==> config.mk <==
export PLATFORM = sky130hd
export DESIGN_NAME = sfi_rewrite_arbiter
export DESIGN_NICKNAME = d
export VERILOG_FILES = /design/src/rtl/sfi_pkg.sv /design/src/rtl/sfi_rewrite_core.sv /design/src/rtl/sfi_rewrite_arbiter.sv
export SDC_FILE = /design/constraint.sdc
export NUM_CORES = 1
export LEC_CHECK = 0
export ABC_AREA = 1
export CAP_MARGIN = 20
export CORE_AREA = 2 2 160 162
export CTS_CLUSTER_SIZE = 30
export DETAILED_ROUTE_END_ITERATION = 8
export DIE_AREA = 0 0 162 164
export PLACE_DENSITY = 0.7
export SLEW_MARGIN = 20
export SYNTH_ARGS = -nofsm -noshare
export SYNTH_HDL_FRONTEND = slang
export SYNTH_SLANG_ARGS = --single-unit
export TNS_END_PERCENT = 100
==> constraint.sdc <==
create_clock -name clk -period 3.2 [get_ports clk]
set_input_delay 0.48 -clock clk [delete_from_list [all_inputs] [get_ports clk]]
set_output_delay 0.48 -clock clk [all_outputs]
set_load 0.05 [all_outputs]
==> src/rtl/sfi_pkg.sv <==
// Shared SFI constants, opcode classifier and output-slot state encoding.
// Latency: n/a (declarations only).
// Backpressure: n/a.
package sfi_pkg;

    localparam logic [63:0] ADDR_KEEP_MASK = 64'h00FF_FFFF_FFFF_FFFF;
    localparam logic [7:0]  DEFAULT_TAG    = 8'hA2;

    localparam logic [5:0] OP_SB  = 6'd40;
    localparam logic [5:0] OP_SH  = 6'd41;
    localparam logic [5:0] OP_SWL = 6'd42;
    localparam logic [5:0] OP_SW  = 6'd43;
    localparam logic [5:0] OP_SDL = 6'd44;
    localparam logic [5:0] OP_SDR = 6'd45;
    localparam logic [5:0] OP_SWR = 6'd46;
    localparam logic [5:0] OP_SC  = 6'd56;
    localparam logic [5:0] OP_SCD = 6'd60;
    localparam logic [5:0] OP_SD  = 6'd63;

    typedef enum logic {EMPTY, FULL} state_t;

    function automatic logic is_sfi_op(input logic [5:0] opcode);
        return opcode inside {OP_SB, OP_SH, OP_SWL, OP_SW, OP_SDL,
                              OP_SDR, OP_SWR, OP_SC, OP_SCD, OP_SD};
    endfunction

endpackage

==> src/rtl/sfi_rewrite_core.sv <==
// Forces the sandbox tag into the top byte of memory-access instruction words.
// Latency: combinational.
// Backpressure: none; pure function of its inputs.
module sfi_rewrite_core
    import sfi_pkg::*;
(
    input  logic [63:0] word,
    input  logic [7:0]  tag,
    output logic [63:0] out_word,
    output logic        hit
);

    always_comb begin
        hit      = is_sfi_op(word[31:26]);
        out_word = hit ? ({tag, 56'd0} | (word & ADDR_KEEP_MASK)) : word;
    end

endmodule

==> src/rtl/sfi_rewrite_arbiter.sv <==
// Round-robin arbiter feeding one registered SFI rewrite stage.
// Latency: one cycle from grant to out_valid.
// Backpressure: grants only while the output slot is empty or being drained.
module sfi_rewrite_arbiter #(
    parameter int         NUM_REQ     = 4,
    parameter int         CNT_W       = 32,
    parameter logic [7:0] DEFAULT_TAG = 8'hA2
) (
    input  logic                       clk,
    input  logic                       rst_n,
    input  logic [NUM_REQ-1:0]         req_valid,
    input  logic [NUM_REQ*64-1:0]      req_data,
    output logic [NUM_REQ-1:0]         req_ready,
    output logic                       out_valid,
    output logic [63:0]                out_data,
    output logic [$clog2(NUM_REQ)-1:0] out_src,
    output logic                       out_rewritten,
    input  logic                       out_ready,
    input  logic                       cfg_we,
    input  logic [7:0]                 cfg_tag,
    output logic [7:0]                 cur_tag,
    output logic [CNT_W-1:0]           rewrite_cnt,
    output logic [CNT_W-1:0]           pass_cnt
);
    import sfi_pkg::*;

    localparam int SRC_W = $clog2(NUM_REQ);

    state_t             state_q, state_d;
    logic [SRC_W-1:0]   rr_ptr, grant_idx, hi_idx, lo_idx;
    logic               accept, grant, hi_vld, lo_vld, deliver, rw_hit;
    logic [63:0]        grant_word, rw_word;

    always_ff @(posedge clk or negedge rst_n) begin
        if (!rst_n) state_q <= EMPTY;
        else        state_q <= state_d;
    end

    always_comb begin
        state_d = state_q;
        case (state_q)
            EMPTY:   if (grant) state_d = FULL;
            FULL:    if (out_ready && !grant) state_d = EMPTY;
            default: state_d = EMPTY;
        endcase
    end

    always_comb begin
        out_valid = (state_q == FULL);
        accept    = (state_q == EMPTY) | out_ready;
        deliver   = out_valid & out_ready;
        req_ready = '0;
        if (grant) req_ready[grant_idx] = 1'b1;
    end

    // Search split in two: requesters at or above the pointer first, then any (wrap-around).
    always_comb begin
        hi_vld = 1'b0;
        lo_vld = 1'b0;
        hi_idx = '0;
        lo_idx = '0;
        for (int i = NUM_REQ - 1; i >= 0; i--) begin
            if (req_valid[i]) begin
                lo_vld = 1'b1;
                lo_idx = SRC_W'(i);
                if (SRC_W'(i) >= rr_ptr) begin
                    hi_vld = 1'b1;
                    hi_idx = SRC_W'(i);
                end
            end
        end
        // Gated by rst_n so no requester sees an accept while the block is held in reset.
        grant     = rst_n & accept & lo_vld;
        grant_idx = hi_vld ? hi_idx : lo_idx;
        grant_word = '0;
        for (int i = 0; i < NUM_REQ; i++) begin
            if (SRC_W'(i) == grant_idx) grant_word = req_data[64*i +: 64];
        end
    end

    sfi_rewrite_core u_core (
        .word     (grant_word),
        .tag      (cur_tag),
        .out_word (rw_word),
        .hit      (rw_hit)
    );

    always_ff @(posedge clk or negedge rst_n) begin
        if (!rst_n) begin
            out_data      <= '0;
            out_src       <= '0;
            out_rewritten <= 1'b0;
            rr_ptr        <= '0;
            cur_tag       <= DEFAULT_TAG;
            rewrite_cnt   <= '0;
            pass_cnt      <= '0;
        end else begin
            if (grant) begin
                out_data      <= rw_word;
                out_src       <= grant_idx;
                out_rewritten <= rw_hit;
                rr_ptr        <= (grant_idx == SRC_W'(NUM_REQ - 1)) ? '0 : grant_idx + 1'b1;
            end
            if (cfg_we) cur_tag <= cfg_tag;
            if (deliver && out_rewritten && !(&rewrite_cnt)) rewrite_cnt <= rewrite_cnt + 1'b1;
            if (deliver && !out_rewritten && !(&pass_cnt))   pass_cnt    <= pass_cnt + 1'b1;
        end
    end

endmodule

==> results of run 1 <==
cell usage in the layout, fill, tap and decap left out, types with 4 or more instances in the layout:
| cell type | synthesis | layout |
|---|---|---|
| inv_1 | 78 | 78 |
| ha_1 | 6 | 4 |
| a31oi_1 | 5 | 5 |
| nor3_1 | 29 | 29 |
| nor2_1 | 78 | 76 |
| buf_4 | 3 | 21 |
| diode_2 | 0 | 5 |
| a22oi_1 | 7 | 7 |
| nand4_1 | 22 | 22 |
| dfrtp_1 | 139 | 139 |
| buf_12 | 0 | 9 |
| xor2_1 | 39 | 39 |
| o211ai_1 | 54 | 54 |
| nand2_1 | 470 | 468 |
| xnor2_1 | 13 | 13 |
| clkdlybuf4s50_1 | 0 | 410 |
| clkbuf_16 | 0 | 17 |
| a21oi_1 | 11 | 10 |
| o21ai_0 | 98 | 98 |
| nand3_1 | 88 | 88 |
what timing repair did:
item                                    in CTS  in global routing
endpoints found under the setup margin       0                  2
gates resized for setup                      0                  3
buffers inserted                             0                  0
worst max-delay path, cell delays in order:
cell and delay, ps:
clkdlybuf4s50_1 420, inv_1 100, a21oi_1 60, nor2_1 170, o2111ai_1 140, nand2_1 170
ha_1 240, clkinv_2 190, buf_4 220, nor2_2 170, buf_12 170
path summary, 6_finish.rpt:
kind	to	slack (ps)	cells past startpoint
min reg2reg	out_data[58]	500	2
min in group clk	out_data[58]	500	2
max	req_ready[2]	190	11
max in group asynchronous	pass_cnt[14]	2310	2
min	pass_cnt[4]	130	2
max reg2reg	out_data[60]	540	18
synth_stat cells:
cell type and instances:
a21boi_0 2, a21oi_1 11, a21oi_4 1, a22oi_1 7, a31oi_1 5, buf_1 9
buf_2 13, buf_4 3, buf_6 2, clkbuf_1 31, dfrtp_1 139, dfstp_2 3
ha_1 6, inv_1 78, inv_2 3, mux2i_1 3, nand2_1 470, nand2_2 1
nand3_1 88, nand3_2 1, nand3b_1 1, nand4_1 22, nor2_1 78, nor2_2 2
nor3_1 29, nor3_2 1, nor3b_2 1, nor4_1 3, o2111ai_1 1, o211ai_1 54
o21ai_0 98, o21ai_1 1, o21ai_2 1, o22ai_1 1, or2_2 1, xnor2_1 13
xor2_1 39
where the power goes:
part	leakage, nW	internal (mW)	switching (mW)	total, mW
sequential	1.82	2.34	0.461	2.80
combinational	3.79	2.16	4.10	6.26
clock	0.287	1.25	0.830	2.08
total	5.90	5.75	5.39	11.1
state kept, by name, indices dropped and copies added, names as in the netlist:
register,count
cur_tag,8
out_data,64
out_rewritten,1
out_src,2
out_valid,1
pass_cnt,32
rewrite_cnt,32
rr_ptr,2
area by class of cell:
cell class	count	share of cell area, %
clock inverter	12	1.13
timing repair buffer	441	32.1
multi-input combinational	941	32.7
sequential	142	25.6
tap	330	2.97
inverter	81	2.20
clock buffer	20	3.22
antenna	5	0.0901
routing by layer:
metal  wire length (microns)  share of wire (%)
met5                       0                  0
met3                    2460                7.0
met2                   17500                 50
met4                     876                2.5
met1                   14400                 41
cell families after synthesis:
group	after synthesis	synth area share, %
flops	142	41.2
compound gates	182	12.7
xor+xnor	52	5.27
simple gates	698	33.1
fa+ha+maj	6	0.869
mux	3	0.348
buf+inv	139	6.53
through the flow:
stage                     instance area [sq um]  total power, mW  util [%]
after global placement                    13300             9.01      53.5
after CTS                                 13900             11.2      55.9
final                                     13900             11.1      56.0
after detailed placement                  13300             9.07      53.5
after global routing                      13900             11.8      56.0
after floorplan                            8640             6.61         -
==> results by group, run 1 <==
Outcome
  – Status: completed

Placement
  – I/O Buffers: 415
  – DP HPWL: 27,200 microns
  – Placed cell count: 1,935
  – GP Congestion: 0.905
  – Post-place setup slack: -25.8 ps

Timing
  – Max Slew Vio Count: 0
  – Fin worst setup slack: 187 ps
  – Clock skew: 12.7 ps
  – Setup-failing EPs final: 0
  – Final Hold Viols: 0
  – Clock period minus worst slack: 3010 ps
  – Final worst-path cycle share: 94.2%
  – Slew @ Worst Pin: 903 ps
  – Setup_tns: 0 ps
  – Unrepaired setup endpoints after global routing: false
  – Slew headroom: 39.8%
  – Hold_ws: 127 ps
  – F_max: 0.332 GHz

Run
  – Total of max-cap violations: 0

Min path
  – HP Class: primary input to asynchronous set/reset pin

Setup path
  – Critical Path AT: 2530 ps
  – Critical Path Fanout Max: 9
  – CP Capture Type: primary output
  – CP required: 2720 ps
  – Startpoint Class: primary input
  – R2r startpoint: rr_ptr[1]
  – Crit. Startpoint: req_valid[2]
  – CP Class: primary input to primary output

Layout
  – Share of layout cells above drive strength 1: 5.07%
  – Finished Layout Cells: 1,972
  – Sequential Area: 3560 sq um
  – Multi-input gate area: 4550 sq um
  – Area growth, synth to finish: 60.8%
  – # fillers: 2,365
  – Net count, final: 1,902

Global route
  – Global routing usage on met3: 5.45%
  – Routing usage on met1: 32.5%
  – Largest net degree at the start of global routing: 143
  – Tot GR Track Use: 26.0%
  – Initial antenna violation count: 5
  – Vias in the first global route: 9,608
  – Busiest grt layer: met2
  – Gr ovfl total: 0
  – Met2 Track Usage GR: 44.8%
  – First-pass GRT wire length: 53,500 microns

Clock tree
  – Bufs on Longest Clock Path: 2
  – Number of CTS-inserted buffers: 17
  – CTS tree: built
  – Hold_buf cts: 0
  – CTS Sinks: 142
  – Root Driver: clkbuf_16
  – Clk slew on worst S/H paths: 70 ps
  – Htree depth: 4
  – Skew-Pair Late Insertion Delay: 420 ps

Power and ir drop
  – Maximum VDD drop: 464 uV
  – Leakage: 5.90 nW
  – Pwr Density: 802 nW/um^2

Route
  – # DRC: 0
  – Via density: 5.02
  – Pre-Repair DR Iteration Count: 5
  – DR iter-0 viols: 667
  – Antenna violation net count after detailed routing: 0
  – DR WL/cell: 17.9 microns
  – Via Count: 9,895
  – DRT Wirelength: 35,200 microns

Floorplan
  – Core Area: 24,800 sq um
  – Number of core rows: 58
  – Die W: 162 microns
  – Initial Utilization: 34.8%
  – Num ports: 416
  – Die Y-Extent: 164 microns
  – Die area: 26,600 sq um

Synth
  – Top cell type's share of synthesized area: 40.3%
  – #FFs+latches synth: 142
  – Cell count after synthesis: 1,222
  – Part of the Yosys area used for sequential elements: 41.2%
  – Synth top area cells: dfrtp_1, nand2_1, o21ai_0, nand3_1, o211ai_1
  – Largest area contributor in the netlist: dfrtp_1
  – Synth Net Count: 1,500
  – Synthesized area per cell: 7.07 sq um
  – Synthesized cell area: 8640 sq um
  – Distinct cell type count after synthesis: 37
  – Ys Warns: 0
Power figures use the tool's default switching activity.
==> inputs of run 2 (changes only) <==
--- a/config.mk
+++ b/config.mk
@@ -6,7 +6,6 @@
 export NUM_CORES = 1
 export LEC_CHECK = 0
 export ABC_AREA = 1
-export CAP_MARGIN = 20
 export CORE_AREA = 2 2 160 162
 export CTS_CLUSTER_SIZE = 30
 export DETAILED_ROUTE_END_ITERATION = 8
==> results of run 2 <==
Same layout as run 1: the final DEF is identical, and so are final timing and power.
